$ cat src/rtl/switch_debouncer_if.sv
// Signal bundle between a raw push-button/slide-switch source and switch_debouncer.
// master drives the raw levels; slave (the debouncer) returns the clean levels and strobes.
interface switch_debouncer_if;
    logic       key_n;
    logic [3:0] sw;
    logic       key_pressed;
    logic       key_pulse;
    logic [3:0] switch;
    logic       switch_changed;

    modport master (
        output key_n,
        output sw,
        input  key_pressed,
        input  key_pulse,
        input  switch,
        input  switch_changed
    );

    modport slave (
        input  key_n,
        input  sw,
        output key_pressed,
        output key_pulse,
        output switch,
        output switch_changed
    );
endinterface

$ cat src/rtl/switch_debouncer.sv
// Debouncer for one active-low push-button and four slide switches, with press/change strobes.
// Optional key auto-repeat is compiled in with `define SWITCH_DEBOUNCER_KEY_AUTOREPEAT_EN.
module switch_debouncer #(
    parameter int unsigned DEBOUNCE_CYCLES = 4,
    parameter int unsigned REPEAT_CYCLES   = 8
) (
    input  logic              clock,
    input  logic              reset,
    switch_debouncer_if.slave bus
);
    // Bit 0 is the key (active-high after inversion), bits 4:1 are the switches.
    localparam int                 NBITS     = 5;
    localparam int                 CW        = $clog2(DEBOUNCE_CYCLES);
    localparam logic [CW-1:0]      CNT_LAST  = CW'(DEBOUNCE_CYCLES - 1);
    localparam logic [NBITS-1:0]   SYNC_IDLE = 5'b00001;

    logic [NBITS-1:0] raw;
    logic [NBITS-1:0] sync1_q;
    logic [NBITS-1:0] sync2_q;
    logic [NBITS-1:0] samp;
    logic [NBITS-1:0] deb_q;
    logic [NBITS-1:0] deb_d;
    logic [CW-1:0]    cnt_q [NBITS];
    logic [CW-1:0]    cnt_d [NBITS];

    logic             key_prev_q;
    logic             key_rise_q;
    logic [3:0]       sw_prev_q;
    logic             sw_chg_q;

    assign raw  = {bus.sw, bus.key_n};
    assign samp = {sync2_q[NBITS-1:1], ~sync2_q[0]};

    always_ff @(posedge clock) begin
        if (reset) begin
            sync1_q <= SYNC_IDLE;
            sync2_q <= SYNC_IDLE;
        end else begin
            sync1_q <= raw;
            sync2_q <= sync1_q;
        end
    end

    // A bit is accepted once its sample has disagreed with d for DEBOUNCE_CYCLES edges in a row.
    always_comb begin
        deb_d = deb_q;
        for (int i = 0; i < NBITS; i++) begin
            cnt_d[i] = '0;
            if (samp[i] != deb_q[i]) begin
                if (cnt_q[i] == CNT_LAST) begin
                    deb_d[i] = samp[i];
                end else begin
                    cnt_d[i] = cnt_q[i] + CW'(1);
                end
            end
        end
    end

    always_ff @(posedge clock) begin
        if (reset) begin
            deb_q <= '0;
            for (int i = 0; i < NBITS; i++) begin
                cnt_q[i] <= '0;
            end
        end else begin
            deb_q <= deb_d;
            for (int i = 0; i < NBITS; i++) begin
                cnt_q[i] <= cnt_d[i];
            end
        end
    end

    // Strobes are edge detects on the registered levels, so they trail the level by one cycle.
    always_ff @(posedge clock) begin
        if (reset) begin
            key_prev_q <= 1'b0;
            key_rise_q <= 1'b0;
            sw_prev_q  <= '0;
            sw_chg_q   <= 1'b0;
        end else begin
            key_prev_q <= deb_q[0];
            key_rise_q <= deb_q[0] & ~key_prev_q;
            sw_prev_q  <= deb_q[NBITS-1:1];
            sw_chg_q   <= (deb_q[NBITS-1:1] != sw_prev_q);
        end
    end

`ifdef SWITCH_DEBOUNCER_KEY_AUTOREPEAT_EN
    localparam int            RW       = $clog2(REPEAT_CYCLES);
    localparam logic [RW-1:0] REP_LAST = RW'(REPEAT_CYCLES - 1);

    logic [RW-1:0] rep_q;
    logic [RW-1:0] rep_d;
    logic          rep_run_q;
    logic          rep_run_d;
    logic          rep_hit;

    // Counting starts the cycle after the initial pulse and stops as soon as the key drops.
    always_comb begin
        rep_hit   = rep_run_q & deb_q[0] & (rep_q == REP_LAST);
        rep_run_d = deb_q[0] & (rep_run_q | key_rise_q);
        rep_d     = '0;
        if (rep_run_q && deb_q[0] && !rep_hit) begin
            rep_d = rep_q + RW'(1);
        end
    end

    always_ff @(posedge clock) begin
        if (reset) begin
            rep_q     <= '0;
            rep_run_q <= 1'b0;
        end else begin
            rep_q     <= rep_d;
            rep_run_q <= rep_run_d;
        end
    end

    assign bus.key_pulse = key_rise_q | rep_hit;
`else
    // The repeat period only matters when auto-repeat is compiled in.
    logic unused_repeat_cfg;
    assign unused_repeat_cfg = (REPEAT_CYCLES != 0);

    assign bus.key_pulse = key_rise_q;
`endif

    assign bus.key_pressed    = deb_q[0];
    assign bus.switch         = deb_q[NBITS-1:1];
    assign bus.switch_changed = sw_chg_q;
endmodule

$ cat src/flat_wrapper.sv
// flat-port wrapper written by rule: the top's interface ports become plain ports
module switch_debouncer_flat 
#(
    parameter int unsigned DEBOUNCE_CYCLES = 4,
    parameter int unsigned REPEAT_CYCLES   = 8
)
  (clock, reset, bus_key_n, bus_sw, bus_key_pressed, bus_key_pulse, bus_switch, bus_switch_changed);
  switch_debouncer_if bus_i ();
  input  logic clock;
  input  logic reset;
  input wire logic [$bits(bus_i.key_n)-1:0] bus_key_n;
  input wire logic [$bits(bus_i.sw)-1:0] bus_sw;
  output wire logic [$bits(bus_i.key_pressed)-1:0] bus_key_pressed;
  output wire logic [$bits(bus_i.key_pulse)-1:0] bus_key_pulse;
  output wire logic [$bits(bus_i.switch)-1:0] bus_switch;
  output wire logic [$bits(bus_i.switch_changed)-1:0] bus_switch_changed;
  assign bus_i.key_n = bus_key_n;
  assign bus_i.sw = bus_sw;
  assign bus_key_pressed = bus_i.key_pressed;
  assign bus_key_pulse = bus_i.key_pulse;
  assign bus_switch = bus_i.switch;
  assign bus_switch_changed = bus_i.switch_changed;
  switch_debouncer #(.DEBOUNCE_CYCLES(DEBOUNCE_CYCLES), .REPEAT_CYCLES(REPEAT_CYCLES)) u_core (.clock(clock), .reset(reset), .bus(bus_i));
endmodule
$ cat config.mk
export PLATFORM = sky130hd
export DESIGN_NAME = switch_debouncer_flat
export DESIGN_NICKNAME = d
export VERILOG_FILES = /design/src/rtl/switch_debouncer_if.sv /design/src/rtl/switch_debouncer.sv /design/src/flat_wrapper.sv
export SDC_FILE = /design/constraint.sdc
export NUM_CORES = 1
export LEC_CHECK = 0
export BUFFER_PORTS_ARGS = -buffer_cell sky130_fd_sc_hd__buf_4
export CAP_MARGIN = 25
export CORE_UTILIZATION = 45
export DETAILED_ROUTE_END_ITERATION = 8
export PLACE_DENSITY = 0.74
export SLEW_MARGIN = 20
export SYNTH_ARGS = -nofsm -noshare
export SYNTH_HDL_FRONTEND = slang
export SYNTH_SLANG_ARGS = --single-unit
$ cat constraint.sdc
create_clock -name clock -period 1.34 [get_ports clock]
set_clock_uncertainty 0.1 [all_clocks]
set_input_delay 0.134 -clock clock [delete_from_list [all_inputs] [get_ports clock]]
set_output_delay 0.134 -clock clock [all_outputs]
set_load 0.03 [all_outputs]
* Word-level counts from Yosys, hierarchy flattened *
Memory sizes are Yosys's and may differ from the RTL's.
Index checks and enable logic that the tools add are counted.
Widths: inputs -> output; s select.

cells by class
  equal/unequal tests = 11
  bitwise operators = 8
  div/mod/pow operators = 0
  multiply operators = 0
  add/subtract/negate cells = 5
  shifts and indexed selects = 0
  order comparisons = 0
  multiplexer cells = 18
  reduce and logical (&&, ||, !) cells = 5

operators by type and width
  operator             count
  $mux 2               15
  $add 2x1->2 const B  5
  $eq 2x2->1 const B   5
  $reduce_and 2->1     5
  $ne 1x1->1           5
  $or 1x1->1           5
  $ne 4x4->1           1
  $mux 1               3
  $not 1->1            2
  $and 1x1->1          1

word-level totals
  flip-flop bits (word level) = 22
  memories kept = 1
  latch bits = 0
  output and inout port bits = 7
  ROM bits = 0
  bits in writable memories = 10

memories
  memory        depth  bits a word  rd ports  clocked after memory_dff  wr ports  line                    source
  u_core.cnt_q  5      2            5         0                         5         switch_debouncer.sv:23  logic [CW-1:0] cnt_q [NBITS];

* Logic depth before layout (Yosys ltp) *
Gate-level depths: netlist of run 1.
An unclocked memory read counts as a cell.

  depth after elaboration = 5
  gate-level depth with buffers = 3

* Worst setup path before layout of run 1 *
OpenSTA, ideal clock, no wires.

  path type = register -> register
  start point = register u_core.deb_q[1]
  end point = memory u_core.cnt_q[0][3] in the netlist's numbering
  arrival time = 0.903 ns
  slack = 0.250 ns
  required time = 1.153 ns
  path buffers = 0
  stages on the path, launching flop included = 3
  cell sequence = dfxtp_1 -> xnor2_1 -> nor4b_2

RTL lines
  element                 line                    source
  from (decl)             switch_debouncer.sv:21  logic [NBITS-1:0] deb_q;
  from (signal assigned)  switch_debouncer.sv:61  deb_q <= '0;
  from (signal assigned)  switch_debouncer.sv:66  deb_q <= deb_d;
  to (decl)               switch_debouncer.sv:23

* Final worst setup path of run 1 *
  start point = register u_core.deb_q[2]
  end point = output port bus_switch[1]

RTL lines
  element    line                source
  to (decl)  flat_wrapper.sv:15  output wire logic [$bits(bus_i.switch)-1:0] bus_switch;

No word-level cell between the ends.

==> results of run 1 <==
## power groups by stage
stage	logic [mW]	clock network (mW)	registers, mW
floorplan	0.0356	0	0.997
global placement	0.0490	0	0.998
detailed placement	0.0509	0	0.999
CTS	0.0622	0.572	0.977
global route	0.0675	0.624	0.979
finish	0.0614	0.552	0.976
## what timing repair did
| item | CTS | global route |
|---|---|---|
| hold endpoints to repair | 5 | 0 |
| hold buffers | 5 | 0 |
| endpoints found under the setup margin | 0 | 0 |
## cell families after synthesis
kind of cell,after synthesis
DFF,32
buffers and inverters,3
muxes,4
AOI/OAI and AO/OA,2
xor gates and xnor gates,9
and+or+nand+nor,31
adders and majority gates,5
## routing by layer
metal,wire length (µm),vias up,GRT usage
met1,642,286,0.1520
li1,-,332,-
met3,86,2,0.08333
met5,0,-,0
met2,711,15,0.2083
met4,14,0,0.09722
## synthesized netlist by cell type, drive strengths merged
library cell  count  share of area
ha                5          0.058
nor4b             5          0.069
xor2              1         0.0081
nor2b            14          0.081
dfxtp            32           0.59
or2               2          0.012
nor4              5          0.029
a211oi            1         0.0069
a41oi             1         0.0081
mux2i             4          0.037
nor2              5          0.017
buf               3          0.016
xnor2             8          0.065
## flip-flops by register name, summed over array words and instances, names as in the netlist
signal / cells
u_core.sw_prev_q: 4
u_core.bus.key_pulse: 1
u_core.key_prev_q: 1
u_core.deb_q: 5
u_core.bus.switch_changed: 1
u_core.sync1_q: 5
u_core.sync2_q: 5
u_core.cnt_q: 10
## stage by stage
step / hold WS, ns / setup slack [ns]
after global placement: 0.2181 / 0.3419
after detailed placement: 0.2217 / 0.2933
after CTS: 0.07281 / 0.09620
after floorplan: 0.1131 / 0.2498
final: 0.08690 / 0.1280
after global routing: 0.07461 / 0.06212
## final timing paths
| path | from | to | slack, ns | cells after the start |
|---|---|---|---|---|
| setup / recovery | u_core.deb_q[2] | bus_switch[1] | 0.13 | 1 |
| hold / removal | reset | u_core.deb_q[3] | 0.09 | 2 |
| setup reg to reg | u_core.cnt_q[0][6] | u_core.deb_q[3] | 0.29 | 3 |
| hold reg to reg | u_core.key_prev_q | u_core.bus.key_pulse | 0.29 | 1 |
## cell type report
| cell class | instances | area share |
|---|---|---|
| multi-input cells | 51 | 0.3241 |
| well taps | 28 | 0.02685 |
| clock buffers | 8 | 0.04506 |
| flip-flops and latches | 32 | 0.4909 |
| repair buffers | 18 | 0.1131 |
==> reports/metrics.yaml, run 1 <==
drt:
  route.detailed.drc: 0
  vias: 635
  viasPerCell: 4.635
  drt_first_pass_iters: 4
  drt_iter0_drc: 2
  routed_wl_um: 1455
  wl_per_cell_um: 10.62
  ant_nets: 0
power_and_ir_drop:
  pwr_density_cell_nw_per_um2: 1218
  power.switching_mw: 0.3264
  pwr-share-clk: 0.347
  peakVddDrop_uv: 994.2
  seqPwrFrac: 0.614
  power_mw: 1.590
  pwr-share-comb: 0.039
  switching_share: 0.2054
  cellLeakagePower_nw: 0.5073
  internal_power_mw: 1.263
cts:
  clk_pin_slew_ns: 0.09
  post_cts_resized: 0
  clkLatencyLatePin_ns: 0.32
  cts_buffers: 5
  cts_setup_buffers: 0
  cts_sinks: 32
  htreeDepth: 2
  clk_path_buf_depth: 2
  cts_tree: "built"
  clockRootBuffer: "clkbuf_4"
final_layout:
  nets: 120
  regArea_um2: 640.6
  final_common_cell: "dfxtp_1"
  final_cell_mix: "32 x dfxtp_1, 14 x nor2b_1, 13 x buf_4"
  final_area_um2: 1305
  n_antenna_cell: 0
  fill_cells: 207
  multi_input_area_um2: 422.9
  final_core_util: 0.5843
  final_cells: 137
  syn_to_final_growth_pct: 20.72
  drive_above_1_share: 0.2385
synth:
  synth_top_family_by_area: "simple AND/OR/NAND/NOR gates"
  synth_compound_area_frac: 0.01505
  syn_area_per_cell_um2: 12.57
  synth.distinct_cells: 14
  syn_inst: 86
  syn_nets: 98
  synth_area_um2: 1081
  synth_xor_area_frac: 0.07292
  synth_simple_gate_area_frac: 0.2083
  synth_warnings: 0
  synth-seq-area-share: 0.5926
  synth_seq_cells: 32
  synth-adder-area-share: 0.05787
  synth_mux_area_frac: 0.03704
worst_setup_path:
  crit_required_ns: 1.11
  critPathKind: "reg2out"
  cp-start-kind: "flop"
  crit_slowest_cell: "dfxtp_1"
  critical_path_arrival_ns: 0.98
  cp_slowest_stage_delay_ns: 0.45
  crit_buf_inv: 1
  critPathTopFamily: "flip-flops"
  crit_fanout: 5
  crit_path_end_kind: "output pin"
  path_cells: "buf_4"
floorplan:
  coreArea_um2: 2233
  rows: 17
  top_level_ports: 14
  die-height_um: 51.02
  die_w_um: 51.02
  start_util: 0.4840
  die_area_um2: 2603
place:
  place_hpwl_um: 1011
  port_buffers: 13
  globalplace.congestion: 0.6384
  place_area_um2: 1196
  dp_cells: 124
global_routing:
  grt_overflow: 0
  antenna_found_initial: 0
  track_usage: 0.1421
  grt_max_degree: 32
  grt_pass1_vias: 591
  grt_pass1_wl_um: 2504
timing:
  slew_violations: 0
  rsz0062_at_grt: "no"
  clock.fmax_mhz: 825.1
  worstMarginPinSlew_ns: 0.3217
  period_needed_ns: 1.212
  finalHoldViolations: 0
  setup_viol: 0
  setup_tns_ns: 0
  post-route-period-util: 0.9045
  slew_headroom: 0.7855
hold_path:
  hp-class: "in2reg"
job:
  max_cap_violations: 0
status:
  status: "completed"
No activity file was read; power rests on OpenSTA's default activity.
==> run 2, diff against run 1 <==
--- a/config.mk
+++ b/config.mk
@@ -5,11 +5,11 @@
 export SDC_FILE = /design/constraint.sdc
 export NUM_CORES = 1
 export LEC_CHECK = 0
-export BUFFER_PORTS_ARGS = -buffer_cell sky130_fd_sc_hd__buf_4
 export CAP_MARGIN = 25
 export CORE_UTILIZATION = 45
 export DETAILED_ROUTE_END_ITERATION = 8
-export PLACE_DENSITY = 0.74
+export DONT_BUFFER_PORTS = 1
+export PLACE_DENSITY = 0.69
 export SLEW_MARGIN = 20
 export SYNTH_ARGS = -nofsm -noshare
 export SYNTH_HDL_FRONTEND = slang
==> reports/metrics.yaml, run 2 (same netlist as run 1, synthesis figures left out) <==
status:
  status: "completed"
drt:
  vias: 650  # +2.4%
  viasPerCell: 4.745  # +2.4%
  ant_nets: 0  # unchanged
  drt_first_pass_iters: 1  # -3
  route.detailed.drc: 0  # unchanged
  drt_iter0_drc: 0  # -2
  routed_wl_um: 1531  # +5.2%
  wl_per_cell_um: 11.18  # +5.2%
worst_setup_path:
  crit_path_end_kind: "flop"
  path_cells: "nor2b_1 -> dlygate4sd3_1"
  critPathTopFamily: "buffers and inverters"
  r2r_cells: 2  # -1
  crit_fanout: 5  # unchanged
  cp_slowest_stage_delay_ns: 0.55  # +0.10 ns
  critical_path_arrival_ns: 1.45  # +0.47 ns
  worst-path-stages: 2  # +1
  crit_buf_inv: 1  # unchanged
  cp-start-kind: "flop"
  critPathKind: "reg2reg"
  crit_required_ns: 1.50  # +0.39 ns
  crit_slowest_cell: "dlygate4sd3_1"
timing:
  rsz0062_at_grt: "no"
  slew_headroom: 0.5031  # -0.2825
  setup_viol: 0  # unchanged
  clock.fmax_mhz: 775.9  # -6.0%
  finalHoldViolations: 0  # unchanged
  slew_violations: 0  # unchanged
  period_needed_ns: 1.289  # +0.07685 ns
  setup_tns_ns: 0  # unchanged
  post-route-period-util: 0.9619  # +0.05735
  worst_slack_ns: 0.05110  # -0.07685 ns
  worstMarginPinSlew_ns: 0.7454  # +0.4237 ns
job:
  max_cap_violations: 0  # unchanged
cts:
  cts_tree: "built"
  htreeDepth: 2  # unchanged
  clockRootBuffer: "clkbuf_4"
  clkLatencyLatePin_ns: 0.31  # about the same
  cts_buffers: 5  # unchanged
  clk_path_buf_depth: 2  # unchanged
  cts_sinks: 32  # unchanged
  clk_pin_slew_ns: 0.09  # about the same
global_routing:
  grt_pass1_vias: 651  # +10%
  grt_max_degree: 20  # -38%
  antenna_found_initial: 0  # unchanged
  grt_pass1_wl_um: 2580  # +3.0%
  grt_overflow: 0  # unchanged
  track_usage: 0.1383  # -0.003857
final_layout:
  final_common_cell: "dfxtp_1"
  final_cell_mix: "31 x dfxtp_1, 14 x nor2b_1, 13 x dlygate4sd3_1"
  nets: 121  # +0.83%
  regMostFlops: "u_core.cnt_q"
  drive_above_1_share: 0.1835  # -0.05505
  largest_reg_flops: 10  # unchanged
  syn_to_final_growth_pct: 24.42
  n_antenna_cell: 0  # unchanged
hold_path:
  hp-class: "reg2reg"
  hold_path_depth: 1  # -1
power_and_ir_drop:
  peakVddDrop_uv: 982.1  # -1.2%
  pwr_density_cell_nw_per_um2: 1205  # -1.1%
  cellLeakagePower_nw: 0.5446  # +7.4%
place:
  port_buffers: 0  # -13
  globalplace.congestion: 0.6100  # -4.4%
  post-place-ws_ns: 0.2976  # +0.004284 ns
  place_hpwl_um: 961.6  # -4.9%
floorplan:
  start_util: 0.4840  # unchanged
  die_area_um2: 2603  # unchanged
  die-height_um: 51.02  # unchanged
  top_level_ports: 14  # unchanged
  rows: 17  # unchanged
  coreArea_um2: 2233  # unchanged
  die_w_um: 51.02  # unchanged
-- run 2: cell types whose count changed in the layout (fill, tap and decap cells not counted) --
cell,before,now
dfxtp_1,32,31
clkbuf_8,1,2
dlymetal6s4s_1,0,1
clkbuf_1,2,0
dlygate4sd3_1,5,13
buf_4,13,5
dfxtp_2,0,1
-- run 2: timing repair --
action,CTS,global route
setup endpoints to repair,0,2
hold endpoints to repair,32,0
hold buffers,14,0
gates resized for setup,0,2
setup buffers,0,0
-- run 2: stage by stage --
step | cell area (µm²) | std cells | total power, mW | util | hold WS, ns
final | 1345 | 137 | 1.620 | 0.6022 | 0.2961
after global routing | 1345 | 137 | 1.688 | 0.6022 | 0.3065
after CTS | 1341 | 137 | 1.642 | 0.6006 | 0.3049
after detailed placement | 1136 | 116 | 1.024 | 0.5087 | 0.1105
after global placement | 1136 | 116 | 1.021 | 0.5087 | 0.1094
after floorplan | 1081 | 86 | 1.033 | - | 0.1131
-- run 2: final timing paths --
kind	start	to	slack, ns
worst max-delay path	u_core.deb_q[1]	u_core.sw_prev_q[0]	0.05
worst min-delay path	u_core.key_prev_q	u_core.bus.key_pulse	0.30
worst max register to register	u_core.deb_q[1]	u_core.sw_prev_q[0]	0.05
worst min register to register	u_core.key_prev_q	u_core.bus.key_pulse	0.30
-- run 2: power by group --
part	switching, mW	internal (mW)	leakage, nW
Sequential	0.00771	0.969	0.261
Combinational	0.0200	0.0331	0.246
Clock	0.293	0.297	0.0374
-- run 2: area by class of cell --
type                    count  area [µm²]
fillers                   208       888.4
flip-flops and latches     32       641.9
clock buffers               7       65.06
well taps                  28       35.03
multi-input cells          51       422.9
repair buffers             19       180.2
-- run 2: per-layer routing --
layer | vias to the layer above | wire (µm) | global-route usage
li1 | 334 | - | -
met1 | 301 | 687 | 0.1479
met2 | 15 | 750 | 0.2346
met3 | 0 | 93 | 0.05357
met4 | 0 | 0 | 0.06944
met5 | - | 0 | 0
